<file path="config.mk">
export PLATFORM = sky130hd
export DESIGN_NAME = m_stage_mem_ctrl_flat
export DESIGN_NICKNAME = d
export VERILOG_FILES = /design/src/rtl/m_stage_mem_ctrl_pkg.sv /design/src/rtl/m_stage_mem_ctrl_if.sv /design/src/rtl/m_stage_mem_ctrl_lane_align.sv /design/src/rtl/m_stage_mem_ctrl.sv /design/src/flat_wrapper.sv
export SDC_FILE = /design/constraint.sdc
export NUM_CORES = 1
export LEC_CHECK = 0
export CAP_MARGIN = 20
export CORE_MARGIN = 2
export CORE_UTILIZATION = 40
export DETAILED_ROUTE_END_ITERATION = 12
export PLACE_DENSITY = 0.77
export SYNTH_ARGS = -nofsm -noshare
export SYNTH_HDL_FRONTEND = slang
export SYNTH_SLANG_ARGS = --single-unit
</file>
<file path="constraint.sdc">
create_clock -name clk -period 2.1 [get_ports clk]
set_clock_uncertainty 0.15 [all_clocks]
set_input_delay 0.21 -clock clk [delete_from_list [all_inputs] [get_ports clk]]
set_output_delay 0.21 -clock clk [all_outputs]
set_load 0.01 [all_outputs]
</file>
<file path="src/rtl/m_stage_mem_ctrl_pkg.sv">
// Shared definitions for the memory-stage controller: size codes,
// exception codes, FSM state encoding and the alignment rule.
`timescale 1ns/1ps
package m_stage_mem_ctrl_pkg;

   localparam logic [1:0] SZ_B = 2'd0;
   localparam logic [1:0] SZ_H = 2'd1;
   localparam logic [1:0] SZ_W = 2'd2;

   localparam logic [1:0] EXC_NONE = 2'd0;
   localparam logic [1:0] EXC_ADDR = 2'd1;
   localparam logic [1:0] EXC_BUS  = 2'd2;

   typedef enum logic [1:0] {
      ST_IDLE = 2'd0,
      ST_REQ  = 2'd1,
      ST_DONE = 2'd2
   } state_t;

   // Half needs addr[0]=0; word (and the illegal code 3) needs addr[1:0]=0.
   function automatic logic is_misaligned(input logic [1:0] size, input logic [1:0] off);
      logic mis;
      case (size)
         SZ_B:    mis = 1'b0;
         SZ_H:    mis = off[0];
         default: mis = (off != 2'b00);
      endcase
      return mis;
   endfunction

endpackage

</file>
<file path="src/rtl/m_stage_mem_ctrl_if.sv">
// Data-memory request/acknowledge bus between the M-stage controller and memory.
`timescale 1ns/1ps
interface m_stage_mem_ctrl_if #(
   parameter int ADDR_W = 32
);
   logic              bus_req;
   logic              bus_we;
   logic [ADDR_W-1:0] bus_addr;
   logic [3:0]        bus_be;
   logic [31:0]       bus_wdata;
   logic              bus_ack;
   logic [31:0]       bus_rdata;

   modport master (
      output bus_req, bus_we, bus_addr, bus_be, bus_wdata,
      input  bus_ack, bus_rdata
   );

   modport slave (
      input  bus_req, bus_we, bus_addr, bus_be, bus_wdata,
      output bus_ack, bus_rdata
   );
endinterface

</file>
<file path="src/rtl/m_stage_mem_ctrl_lane_align.sv">
// Byte-lane helper: byte enables, store data replication, misalignment
// detection and load lane select with sign/zero extension. Purely combinational.
`timescale 1ns/1ps
module mem_lane_align
   import m_stage_mem_ctrl_pkg::*;
(
   input  logic [1:0]  size,
   input  logic [1:0]  off,
   input  logic        sign,
   input  logic [31:0] wdata,
   input  logic [31:0] rdata,
   output logic [3:0]  be,
   output logic [31:0] wdata_lane,
   output logic        misaligned,
   output logic [31:0] rdata_ext
);

   logic [7:0]  byte_sel;
   logic [15:0] half_sel;

   // Byte enables and store data replicated across the addressed lanes.
   always_comb begin
      be         = 4'b1111;
      wdata_lane = wdata;
      case (size)
         SZ_B: begin
            be         = 4'b0001 << off;
            wdata_lane = {4{wdata[7:0]}};
         end
         SZ_H: begin
            if (off[1]) begin
               be = 4'b1100;
            end else begin
               be = 4'b0011;
            end
            wdata_lane = {2{wdata[15:0]}};
         end
         default: begin
            be         = 4'b1111;
            wdata_lane = wdata;
         end
      endcase
   end

   // Pick the addressed lane of the read word and extend it to 32 bits.
   always_comb begin
      case (off)
         2'd0:    byte_sel = rdata[7:0];
         2'd1:    byte_sel = rdata[15:8];
         2'd2:    byte_sel = rdata[23:16];
         default: byte_sel = rdata[31:24];
      endcase
      if (off[1]) begin
         half_sel = rdata[31:16];
      end else begin
         half_sel = rdata[15:0];
      end
      case (size)
         SZ_B:    rdata_ext = {{24{sign & byte_sel[7]}}, byte_sel};
         SZ_H:    rdata_ext = {{16{sign & half_sel[15]}}, half_sel};
         default: rdata_ext = rdata;
      endcase
   end

   assign misaligned = is_misaligned(size, off);

endmodule

</file>
<file path="src/rtl/m_stage_mem_ctrl.sv">
// Memory-stage load/store controller: issues one data-memory access per M-stage
// instruction over the req/ack bus, stalls the pipeline until it finishes and
// reports the extended load data and any misalignment / bus-timeout exception.
`timescale 1ns/1ps
module m_stage_mem_ctrl
   import m_stage_mem_ctrl_pkg::*;
#(
   parameter int TIMEOUT_CYCLES = 64,
   parameter int ADDR_W         = 32
) (
   input  logic                      clk,
   input  logic                      reset,
   input  logic                      m_valid,
   input  logic                      m_we,
   input  logic [1:0]                m_size,
   input  logic                      m_sign,
   input  logic [31:0]               m_addr,
   input  logic [31:0]               m_wdata,
   input  logic                      flush,
   m_stage_mem_ctrl_if.master        bus,
   output logic                      mem_stall,
   output logic                      m_done,
   output logic [31:0]               m_rdata,
   output logic [1:0]                m_exc
);

   localparam int               CNT_W    = $clog2(TIMEOUT_CYCLES + 1);
   localparam logic [CNT_W-1:0] CNT_LAST = CNT_W'(TIMEOUT_CYCLES - 1);

   state_t            state, state_nx;
   logic              req, req_nx;
   logic              we, we_nx;
   logic [ADDR_W-1:0] addr, addr_nx;
   logic [3:0]        be, be_nx;
   logic [31:0]       wdata, wdata_nx;
   logic [31:0]       rdata_hold, rdata_nx;
   logic [1:0]        exc, exc_nx;
   logic              kill, kill_nx;
   logic [CNT_W-1:0]  tcnt, tcnt_nx;
   logic [1:0]        acc_size, acc_size_nx;
   logic [1:0]        acc_off, acc_off_nx;
   logic              acc_sign, acc_sign_nx;

   logic [1:0]        la_size;
   logic [1:0]        la_off;
   logic [3:0]        la_be;
   logic [31:0]       la_wdata;
   logic              la_mis;
   logic [31:0]       la_rdata;

   // While a request is outstanding the helper decodes the latched access
   // (for the read lane); otherwise it decodes the incoming instruction.
   assign la_size = (state == ST_REQ) ? acc_size : m_size;
   assign la_off  = (state == ST_REQ) ? acc_off  : m_addr[1:0];

   mem_lane_align u_lane (
      .size       (la_size),
      .off        (la_off),
      .sign       (acc_sign),
      .wdata      (m_wdata),
      .rdata      (bus.bus_rdata),
      .be         (la_be),
      .wdata_lane (la_wdata),
      .misaligned (la_mis),
      .rdata_ext  (la_rdata)
   );

   // State register.
   always_ff @(posedge clk or negedge reset) begin
      if (!reset) begin
         state <= ST_IDLE;
      end else begin
         state <= state_nx;
      end
   end

   // Next-state and next-value logic for all registered outputs.
   always_comb begin
      state_nx    = state;
      req_nx      = req;
      we_nx       = we;
      addr_nx     = addr;
      be_nx       = be;
      wdata_nx    = wdata;
      rdata_nx    = rdata_hold;
      exc_nx      = exc;
      kill_nx     = kill;
      tcnt_nx     = tcnt;
      acc_size_nx = acc_size;
      acc_off_nx  = acc_off;
      acc_sign_nx = acc_sign;
      case (state)
         ST_IDLE: begin
            exc_nx  = EXC_NONE;
            kill_nx = 1'b0;
            tcnt_nx = '0;
            if (m_valid && !flush) begin
               if (la_mis) begin
                  state_nx = ST_DONE;
                  exc_nx   = EXC_ADDR;
               end else begin
                  state_nx    = ST_REQ;
                  req_nx      = 1'b1;
                  we_nx       = m_we;
                  addr_nx     = {m_addr[ADDR_W-1:2], 2'b00};
                  be_nx       = la_be;
                  wdata_nx    = la_wdata;
                  acc_size_nx = m_size;
                  acc_off_nx  = m_addr[1:0];
                  acc_sign_nx = m_sign;
               end
            end else begin
               state_nx = ST_IDLE;
            end
         end
         ST_REQ: begin
            // A flush cannot abort the bus cycle; it only marks the result dead.
            kill_nx = kill | flush;
            if (bus.bus_ack) begin
               state_nx = ST_DONE;
               req_nx   = 1'b0;
               tcnt_nx  = '0;
               exc_nx   = EXC_NONE;
               if (!kill && !flush && !we) begin
                  rdata_nx = la_rdata;
               end else begin
                  rdata_nx = rdata_hold;
               end
            end else if (tcnt == CNT_LAST) begin
               state_nx = ST_DONE;
               req_nx   = 1'b0;
               tcnt_nx  = '0;
               if (!kill && !flush) begin
                  exc_nx = EXC_BUS;
               end else begin
                  exc_nx = EXC_NONE;
               end
            end else begin
               tcnt_nx = tcnt + CNT_W'(1);
            end
         end
         ST_DONE: begin
            state_nx = ST_IDLE;
            exc_nx   = EXC_NONE;
            kill_nx  = 1'b0;
         end
         default: begin
            state_nx = ST_IDLE;
            req_nx   = 1'b0;
            exc_nx   = EXC_NONE;
            kill_nx  = 1'b0;
            tcnt_nx  = '0;
         end
      endcase
   end

   // Bus, result and bookkeeping registers.
   always_ff @(posedge clk or negedge reset) begin
      if (!reset) begin
         req        <= 1'b0;
         we         <= 1'b0;
         addr       <= '0;
         be         <= 4'b0000;
         wdata      <= 32'h0000_0000;
         rdata_hold <= 32'h0000_0000;
         exc        <= EXC_NONE;
         kill       <= 1'b0;
         tcnt       <= '0;
         acc_size   <= SZ_B;
         acc_off    <= 2'b00;
         acc_sign   <= 1'b0;
      end else begin
         req        <= req_nx;
         we         <= we_nx;
         addr       <= addr_nx;
         be         <= be_nx;
         wdata      <= wdata_nx;
         rdata_hold <= rdata_nx;
         exc        <= exc_nx;
         kill       <= kill_nx;
         tcnt       <= tcnt_nx;
         acc_size   <= acc_size_nx;
         acc_off    <= acc_off_nx;
         acc_sign   <= acc_sign_nx;
      end
   end

   assign bus.bus_req   = req;
   assign bus.bus_we    = we;
   assign bus.bus_addr  = addr;
   assign bus.bus_be    = be;
   assign bus.bus_wdata = wdata;

   // Stall is combinational so the next access can start right after DONE;
   // a flush landing in DONE still suppresses the completion pulse.
   assign mem_stall = m_valid & (state != ST_DONE);
   assign m_done    = (state == ST_DONE) & ~kill & ~flush;
   assign m_rdata   = rdata_hold;
   assign m_exc     = exc;

endmodule
</file>
<file path="src/flat_wrapper.sv">
// flat-port wrapper written by rule: the top's interface ports become plain ports
module m_stage_mem_ctrl_flat import m_stage_mem_ctrl_pkg::*;
#(
   parameter int TIMEOUT_CYCLES = 64,
   parameter int ADDR_W         = 32
)
  (clk, reset, m_valid, m_we, m_size, m_sign, m_addr, m_wdata, flush, mem_stall, m_done, m_rdata, m_exc, bus_bus_req, bus_bus_we, bus_bus_addr, bus_bus_be, bus_bus_wdata, bus_bus_ack, bus_bus_rdata);
  m_stage_mem_ctrl_if #(.ADDR_W(ADDR_W)) bus_i ();
  input  logic clk;
  input  logic reset;
  input  logic m_valid;
  input  logic m_we;
  input  logic [1:0] m_size;
  input  logic m_sign;
  input  logic [31:0] m_addr;
  input  logic [31:0] m_wdata;
  input  logic flush;
  output logic mem_stall;
  output logic m_done;
  output logic [31:0] m_rdata;
  output logic [1:0] m_exc;
  output wire logic [$bits(bus_i.bus_req)-1:0] bus_bus_req;
  output wire logic [$bits(bus_i.bus_we)-1:0] bus_bus_we;
  output wire logic [$bits(bus_i.bus_addr)-1:0] bus_bus_addr;
  output wire logic [$bits(bus_i.bus_be)-1:0] bus_bus_be;
  output wire logic [$bits(bus_i.bus_wdata)-1:0] bus_bus_wdata;
  input wire logic [$bits(bus_i.bus_ack)-1:0] bus_bus_ack;
  input wire logic [$bits(bus_i.bus_rdata)-1:0] bus_bus_rdata;
  assign bus_bus_req = bus_i.bus_req;
  assign bus_bus_we = bus_i.bus_we;
  assign bus_bus_addr = bus_i.bus_addr;
  assign bus_bus_be = bus_i.bus_be;
  assign bus_bus_wdata = bus_i.bus_wdata;
  assign bus_i.bus_ack = bus_bus_ack;
  assign bus_i.bus_rdata = bus_bus_rdata;
  m_stage_mem_ctrl #(.TIMEOUT_CYCLES(TIMEOUT_CYCLES), .ADDR_W(ADDR_W)) u_core (.clk(clk), .reset(reset), .m_valid(m_valid), .m_we(m_we), .m_size(m_size), .m_sign(m_sign), .m_addr(m_addr), .m_wdata(m_wdata), .flush(flush), .bus(bus_i), .mem_stall(mem_stall), .m_done(m_done), .m_rdata(m_rdata), .m_exc(m_exc));
endmodule
</file>
==> summary.md, run 1 <==
| Metric | Value |
|---|---|
| Outcome | complete, but fails checks |
| Failing checks | negative setup slack |
| Crit path DAT | 2.32 ns |
| Starting DRT DRC Count | around 330 |
| Power Dens Cells | between 1000 and 1500 mW/mm2 |
| Most used DFF post-synth | dfrtp_1 |
| GRT Util Overall | 24.6% |
| CTS tree | done |
| Total grt overflow | 0 |
| Peak fanout along the critical path | 10 |
| RSZ-0062 raised after global routing | true |
| Most common cell after layout, fill and taps aside | clkdlybuf4s50_1 |
| Syn Std Cell Area | between 0.005 and 0.006 mm2 |
| Drt first pass iters | 7 |
| Mapped Cells | slightly below 500 |
| Crit share post-route | 104% |
| Fin crit period | 2.18 ns |
| Die area | roughly 0.015 mm2 |
| Final worst setup slack | -0.0778 ns |
| Row cnt | 42 |
| Seq/Total Area, Yosys | between 50% and 60% |
| Worst Path Buf+Inv | 3 |
| Ys async rst share | 100% |
| Crit Reg-Reg Endpoint | u_core.bus.bus_wdata[11] |
| Most used cell along the critical path | a21boi_4 |
| Critical Path RT | roughly 2.3 ns |
| Post-synth EDFFs | 0 |
| CP top delay family | buffers and inverters |
| First-pass GRT wire length | ~28,000 um |
| HP Class | in -> async |
| # port buffers | between 200 and 250 |
| Worst Reg2Reg Path Length in Cells | 8 |
| Fin area | between 0.009 and 0.01 mm2 |
| Area Overhead vs Synth | 68.7% |
| Crit Path Category | reg -> reg |
| Final core occ | between 60% and 70% |
| Layout cell share with drive strength beyond 1 | around 28% |
| Worst slack at placement | -0.399 ns |
| Largest net degree at the start of global routing | between 60 and 70 |
| Critical path, cell by cell | buf_6 > nand3b_1 > a21boi_4 > o21ai_2 > a21boi_4 > buf_12 > clkbuf_16 > mux2_4 |
| Setup slack, reg-to-reg | -0.08 ns |
| Routed len/inst | about 20 um |
| Critical Path Sink Type | flip-flop |
| Antenna diodes | 0 |
| Worst skew pair latency | 0.42 ns |
| Setup violations, final | 85 |
| H-tree depth | 4 |
| Initial Utilization | between 40% and 50% |
| HPWL Detailed | approximately 12,000 um |
| Via count | between 5k and 6k |
| Highest Clock Rate | between 400 and 500 MHz |
| CTS Root Cell | clkbuf_16 |
| Slowest CP cell | dfrtp_1 |
| CTS buffer count | 17 |
| Max-slew violations | 0 |
| Routed vias/inst | 5.46 |
| Yosys warns | 0 |
| Antenna violations before repair | 0 |
| Worst r2r src | u_core.state[1] |
| Synth unique cells | 54 |
| Critical Path Max Stage Delay | 0.40 ns |
| Total power | 13.4 mW |
| GPL Wtd Cong | ~0.84 |
| Total Nets Final | approximately 850 |
| Die span in x | approximately 120 um |
| Die height | ~120 um |
| Commonest non-fill, non-tap cells in the layout | clkdlybuf4s50_1, dfrtp_1, nand2_1, mux2_4, buf_4 |
| Average size of a mapped cell | about 11 um2 |
| Reg clk slew, reported paths | roughly 0.060 ns |
| Clk sink count | 117 |
| Max-cap violations | 0 |
| CORE AREA | about 0.013 mm2 |
| Fillers | between 900 and 1k |
| Detailed Route WL | roughly 19,000 um |
| Vias in the first global route | about 5.3k |
| Ports | approximately 210 |
| Placed cell areas | around 0.008 mm2 |
| Clk buf depth | 2 |
| Leak Pwr | about 4.1 nW |
| DRT antenna net count | 0 |
| DR DRC count | 0 |
| Worst IR drop on VDD | ~0.84 mV |
| Worst setup path start | u_core.state[1] |
| Final hold viol count | 0 |
| Startpoint types | flip-flop |
| Post-synthesis register bit count | approximately 120 |
-- Yosys cell counts, types with 5 or more instances --
| cell | count | area share, % |
|---|---|---|
| nand2_1 | 64 | 4.4 |
| a21o_1 | 8 | 1.1 |
| a221oi_1 | 7 | 1.1 |
| a22oi_1 | 7 | 0.95 |
| a31oi_1 | 11 | 1.2 |
| dfrtp_1 | 117 | 53 |
| nor2_1 | 33 | 2.2 |
| buf_2 | 10 | 0.91 |
| o21ai_1 | 7 | 0.63 |
| a21oi_1 | 29 | 2.6 |
| buf_6 | 8 | 1.6 |
| o21ai_0 | 13 | 1.2 |
| o22ai_1 | 9 | 1.0 |
| clkbuf_1 | 5 | 0.34 |
| nand2b_1 | 6 | 0.68 |
| mux2_1 | 21 | 4.3 |
| nand3_1 | 6 | 0.54 |
| mux2i_1 | 10 | 1.8 |
| inv_1 | 7 | 0.48 |
| mux2_2 | 57 | 12 |
-- registers in the layout (all words and copies together), names as in the netlist --
register              flops
u_core.bus.bus_wdata     32
u_core.kill               1
u_core.acc_off            2
u_core.state              2
u_core.m_rdata           32
u_core.bus.bus_req        1
u_core.acc_sign           1
u_core.bus.bus_addr      30
u_core.m_exc              2
u_core.bus.bus_be         4
u_core.bus.bus_we         1
u_core.acc_size           2
u_core.tcnt               7
-- stage by stage --
step                std cells  setup TNS, ns  hold WS, ns
finish                    933          -3.94       0.0348
global route              933          -9.73       0.0429
CTS                       924          -1.35       0.0277
detailed placement        887         -22.24      -0.0785
global placement          887         -16.89      -0.0797
floorplan                 487          -9.09       -0.236
-- kinds of logic (layout without fill, tap and decap cells) --
kind of cell | Yosys count | after routing | share of synthesized area, %
adder cells (fa/ha/maj) | 1 | 1 | 0.227
multiplexers | 91 | 91 | 18.5
flip-flops | 117 | 117 | 53.1
XOR/XNOR | 1 | 1 | 0.159
AO/OA/AOI/OAI | 111 | 111 | 13.5
other | 1 | 2 | 0.0680
buffers and inverters | 34 | 304 | 3.83
AND/OR/NAND/NOR | 130 | 130 | 10.6
-- power breakdown --
part           internal, mW  switching (mW)  leakage, nW
clock network          1.77            1.05        0.271
registers              3.31           0.682         1.43
logic                  3.87            2.70         2.36
-- layout make-up --
type / instances / area [um2] / area share, %
inverter: 7 / 26.3 / 0.282
multi-input combinational: 336 / 2810 / 30.2
timing repair buffer: 266 / 2750 / 29.5
sequential: 117 / 2930 / 31.5
tap: 176 / 220 / 2.37
clock inverter: 12 / 131 / 1.41
clock buffer: 19 / 443 / 4.76
-- worst reg2reg max path, stage by stage (launching register included) --
cell and delay (ns):
dfrtp_1 0.40, buf_6 0.15, nand3b_1 0.20, a21boi_4 0.17, o21ai_2 0.23, a21boi_4 0.09
buf_12 0.17, clkbuf_16 0.18, mux2_4 0.31
-- timing repair --
item,in CTS,in global routing
endpoints found under the setup margin,100,102
endpoints found under the hold margin,117,0
gates resized for setup,31,78
hold buffers,1,0
pin swaps,1,11
setup buffers,4,4
gates cloned,1,5
-- worst max-delay path by stage --
stage	endpoint	slack, ns	cells past startpoint
after floorplan	u_core.bus.bus_addr[17]	-0.14	8
after global placement	u_core.m_rdata[2]	-0.30	7
after detailed placement	u_core.m_rdata[2]	-0.40	7
after CTS	u_core.bus.bus_wdata[20]	-0.04	8
after global routing	u_core.bus.bus_addr[16]	-0.13	7
final	u_core.bus.bus_wdata[11]	-0.08	8
-- layer usage --
| metal | wire [um] | part of all wire [%] | global-route usage, % |
|---|---|---|---|
| met1 | 7360 | 38 | 27.4 |
| met2 | 9710 | 51 | 43.0 |
| met3 | 1520 | 8.0 | 7.71 |
| met4 | 536 | 2.8 | 10.8 |
| met5 | 0 | 0 | 0 |
Power figures use the tool's default switching activity.
==> run 2, diff against run 1 <==
- TNS_END_PERCENT: not set -> 1
==> run 2 against run 1 <==
  * The flow still finishes with violations (negative setup slack)
  * Hold slack better by 0.21 ns
  * Non-clock buffer count is 6 lower
  * Sequential cell count unchanged
  * Sequential power decreased by 1%
  * Setup slack better by 0.031 ns
  * Fmax increased by 1.4%
  * Highest routed layer unchanged
==> summary.md, run 2 (synthesized netlist as in run 1, its figures left out) <==
| Metric | Value |
|---|---|
| Outcome | complete, but fails checks |
| Failing checks | negative setup slack |
| CORE AREA | between 0.01 and 0.015 mm2 |
| GRT Util Overall | about a quarter |
| HPWL Detailed | ~12,000 um |
| Row cnt | between 40 and 50 |
| Most common cell after layout, fill and taps aside | clkdlybuf4s50_1 |
| Leak Pwr | 3.90 nW |
| Finished Layout Cells | between 900 and 1k |
| Critical Path RT | 2.25 ns |
| H-tree depth | 4 |
| Comb power frac | 48.0% |
| Max-cap violations | 0 |
| Worst r2r src | u_core.state[0] |
| Vias in the first global route | around 5.1k |
| Final worst setup slack | -0.0471 ns |
| Routed len/inst | between 15 and 20 um |
| Crit path DAT | 2.30 ns |
| Crit share post-route | 102% |
| Peak fanout along the critical path | 6 |
| Sequential share of power | a little under a third |
| Ports | 211 |
| DR DRC count | 0 |
| Antenna violations before repair | 0 |
| Switching Share | roughly 33% |
| Clock power frac | between 20% and 30% |
| Worst hold path startpoint | bus_bus_rdata[0] |
| Final hold viol count | 0 |
| Initial Utilization | around two fifths |
| Reg clk slew, reported paths | 0.06 ns |
| Least-Margin Pin Slew | 0.646 ns |
| Area Overhead vs Synth | 62.8% |
| Psw | around 4.2 mW |
| DRT antenna net count | 0 |
| Worst IR drop on VDD | between 0.9 and 1 mV |
| Sum Neg Setup Slack | -1.20 ns |
| Commonest non-fill, non-tap cells in the layout | clkdlybuf4s50_1, dfrtp_1, nand2_1, buf_4, nor2_1 |
| Internal Power | around 8.6 mW |
| Detailed Route WL | between 15,000 and 20,000 um |
| Die span in x | ~120 um |
| Routed vias/inst | between 5 and 6 |
| Antenna diodes | 0 |
| Hold path cells | 2 |
| Clk sink count | between 100 and 150 |
| Total Nets Final | 845 |
| Worst hold endpoint | u_core.m_rdata[0] |
| Slew headroom | 56.9% |
| Total grt overflow | 0 |
| Highest Clock Rate | approximately 470 MHz |
| Crit Reg-Reg Endpoint | u_core.bus.bus_addr[13] |
| CTS buffer count | 17 |
| RSZ-0062 raised after global routing | true |
| Die height | 121 um |
| CTS Root Cell | clkbuf_16 |
| Layout cell share with drive strength beyond 1 | approximately 23% |
| Largest net degree at the start of global routing | approximately 120 |
| Crit Path Category | reg -> reg |
| Placed Cells | slightly below 900 |
| Starting DRT DRC Count | roughly 330 |
| Startpoint types | flip-flop |
| Fin crit period | between 2 and 2.5 ns |
| Worst Reg2Reg Path Length in Cells | 6 |
| GPL Wtd Cong | a little over 0.9 |
| Power Dens Cells | between 1000 and 1500 mW/mm2 |
| Die area | 0.0147 mm2 |
| Via count | roughly 5k |
| Clk buf depth | 2 |
| # port buffers | ~210 |
| HP Class | in -> reg |
| Max-slew violations | 0 |
| CTS tree | done |
| Drt first pass iters | 5 |
| Setup slack, reg-to-reg | -0.05 ns |
| Worst skew pair latency | 0.41 ns |
| Critical Path Sink Type | flip-flop |
| First-pass GRT wire length | ~26,000 um |
| Setup violations, final | 43 |
-- run 2: cell count changes in the layout (fill, tap and decap cells not counted), moves of 7 or more --
cell / previous run / this run
mux2_4: 51 / 32
a221oi_1: 0 / 7
mux2_1: 2 / 14
a22oi_1: 0 / 7
mux2_2: 25 / 32
a22oi_2: 7 / 0
a221oi_2: 7 / 0
-- run 2: critical path, cell delays in order (launching register included) --
cell,delay [ns]
dfrtp_1,0.41
buf_4,0.15
nor4b_2,0.35
a21boi_4,0.29
buf_6,0.18
clkbuf_16,0.18
mux2_4,0.31
-- run 2: final cells by class --
cell class | instances | area (um2)
inverter | 7 | 26.3
clock buffer | 21 | 470
timing repair buffer | 260 | 2660
tap | 176 | 220
multi-input combinational | 336 | 2600
fill | 1028 | 4370
clock inverter | 11 | 82.6
sequential | 117 | 2930
-- run 2: timing repair --
action	in CTS	in global routing
gates cloned	1	4
hold buffers	1	0
buffers inserted	2	1
gates resized for setup	14	45
pin swaps	2	1
setup endpoints to repair	77	97
endpoints found under the hold margin	117	0
-- run 2: per-stage QoR --
stage | hold slack, ns | setup slack, ns | cell area (um2) | util, % | power (mW)
CTS | 0.228 | -0.0577 | 8690 | 65.1 | 12.4
detailed placement | 0.209 | -0.342 | 8060 | 60.4 | 9.56
global placement | 0.200 | -0.256 | 8060 | 60.4 | 9.36
finish | 0.242 | -0.0471 | 8980 | 67.3 | 12.8
global route | 0.240 | -0.110 | 8980 | 67.3 | 13.4
floorplan | -0.236 | -0.136 | 5560 | - | 6.46
-- run 2: routing by layer --
| metal | wire (um) | GRT usage, % | vias to the layer above |
|---|---|---|---|
| met5 | 0 | 0 | - |
| met4 | 412 | 8.98 | 0 |
| met3 | 1300 | 7.28 | 32 |
| met2 | 8700 | 38.4 | 213 |
| met1 | 7370 | 28.8 | 2443 |
| li1 | - | - | 2262 |
-- run 2: worst max-delay path by stage --
stage | to | start
floorplan | u_core.bus.bus_addr[17] | u_core.state[1]
CTS | u_core.bus.bus_addr[16] | u_core.state[0]
finish | u_core.bus.bus_addr[13] | u_core.state[0]
global placement | u_core.m_rdata[1] | flush
detailed placement | u_core.m_rdata[2] | flush
global route | u_core.bus.bus_addr[28] | u_core.state[1]
-- run 2: power groups by stage --
stage	registers [mW]	clock network [mW]	logic, mW
final	3.95	2.69	6.13
after global routing	4.08	2.84	6.52
after floorplan	4.34	0	2.12
after CTS	3.93	2.73	5.72
after detailed placement	3.95	0	5.60
after global placement	3.89	0	5.47
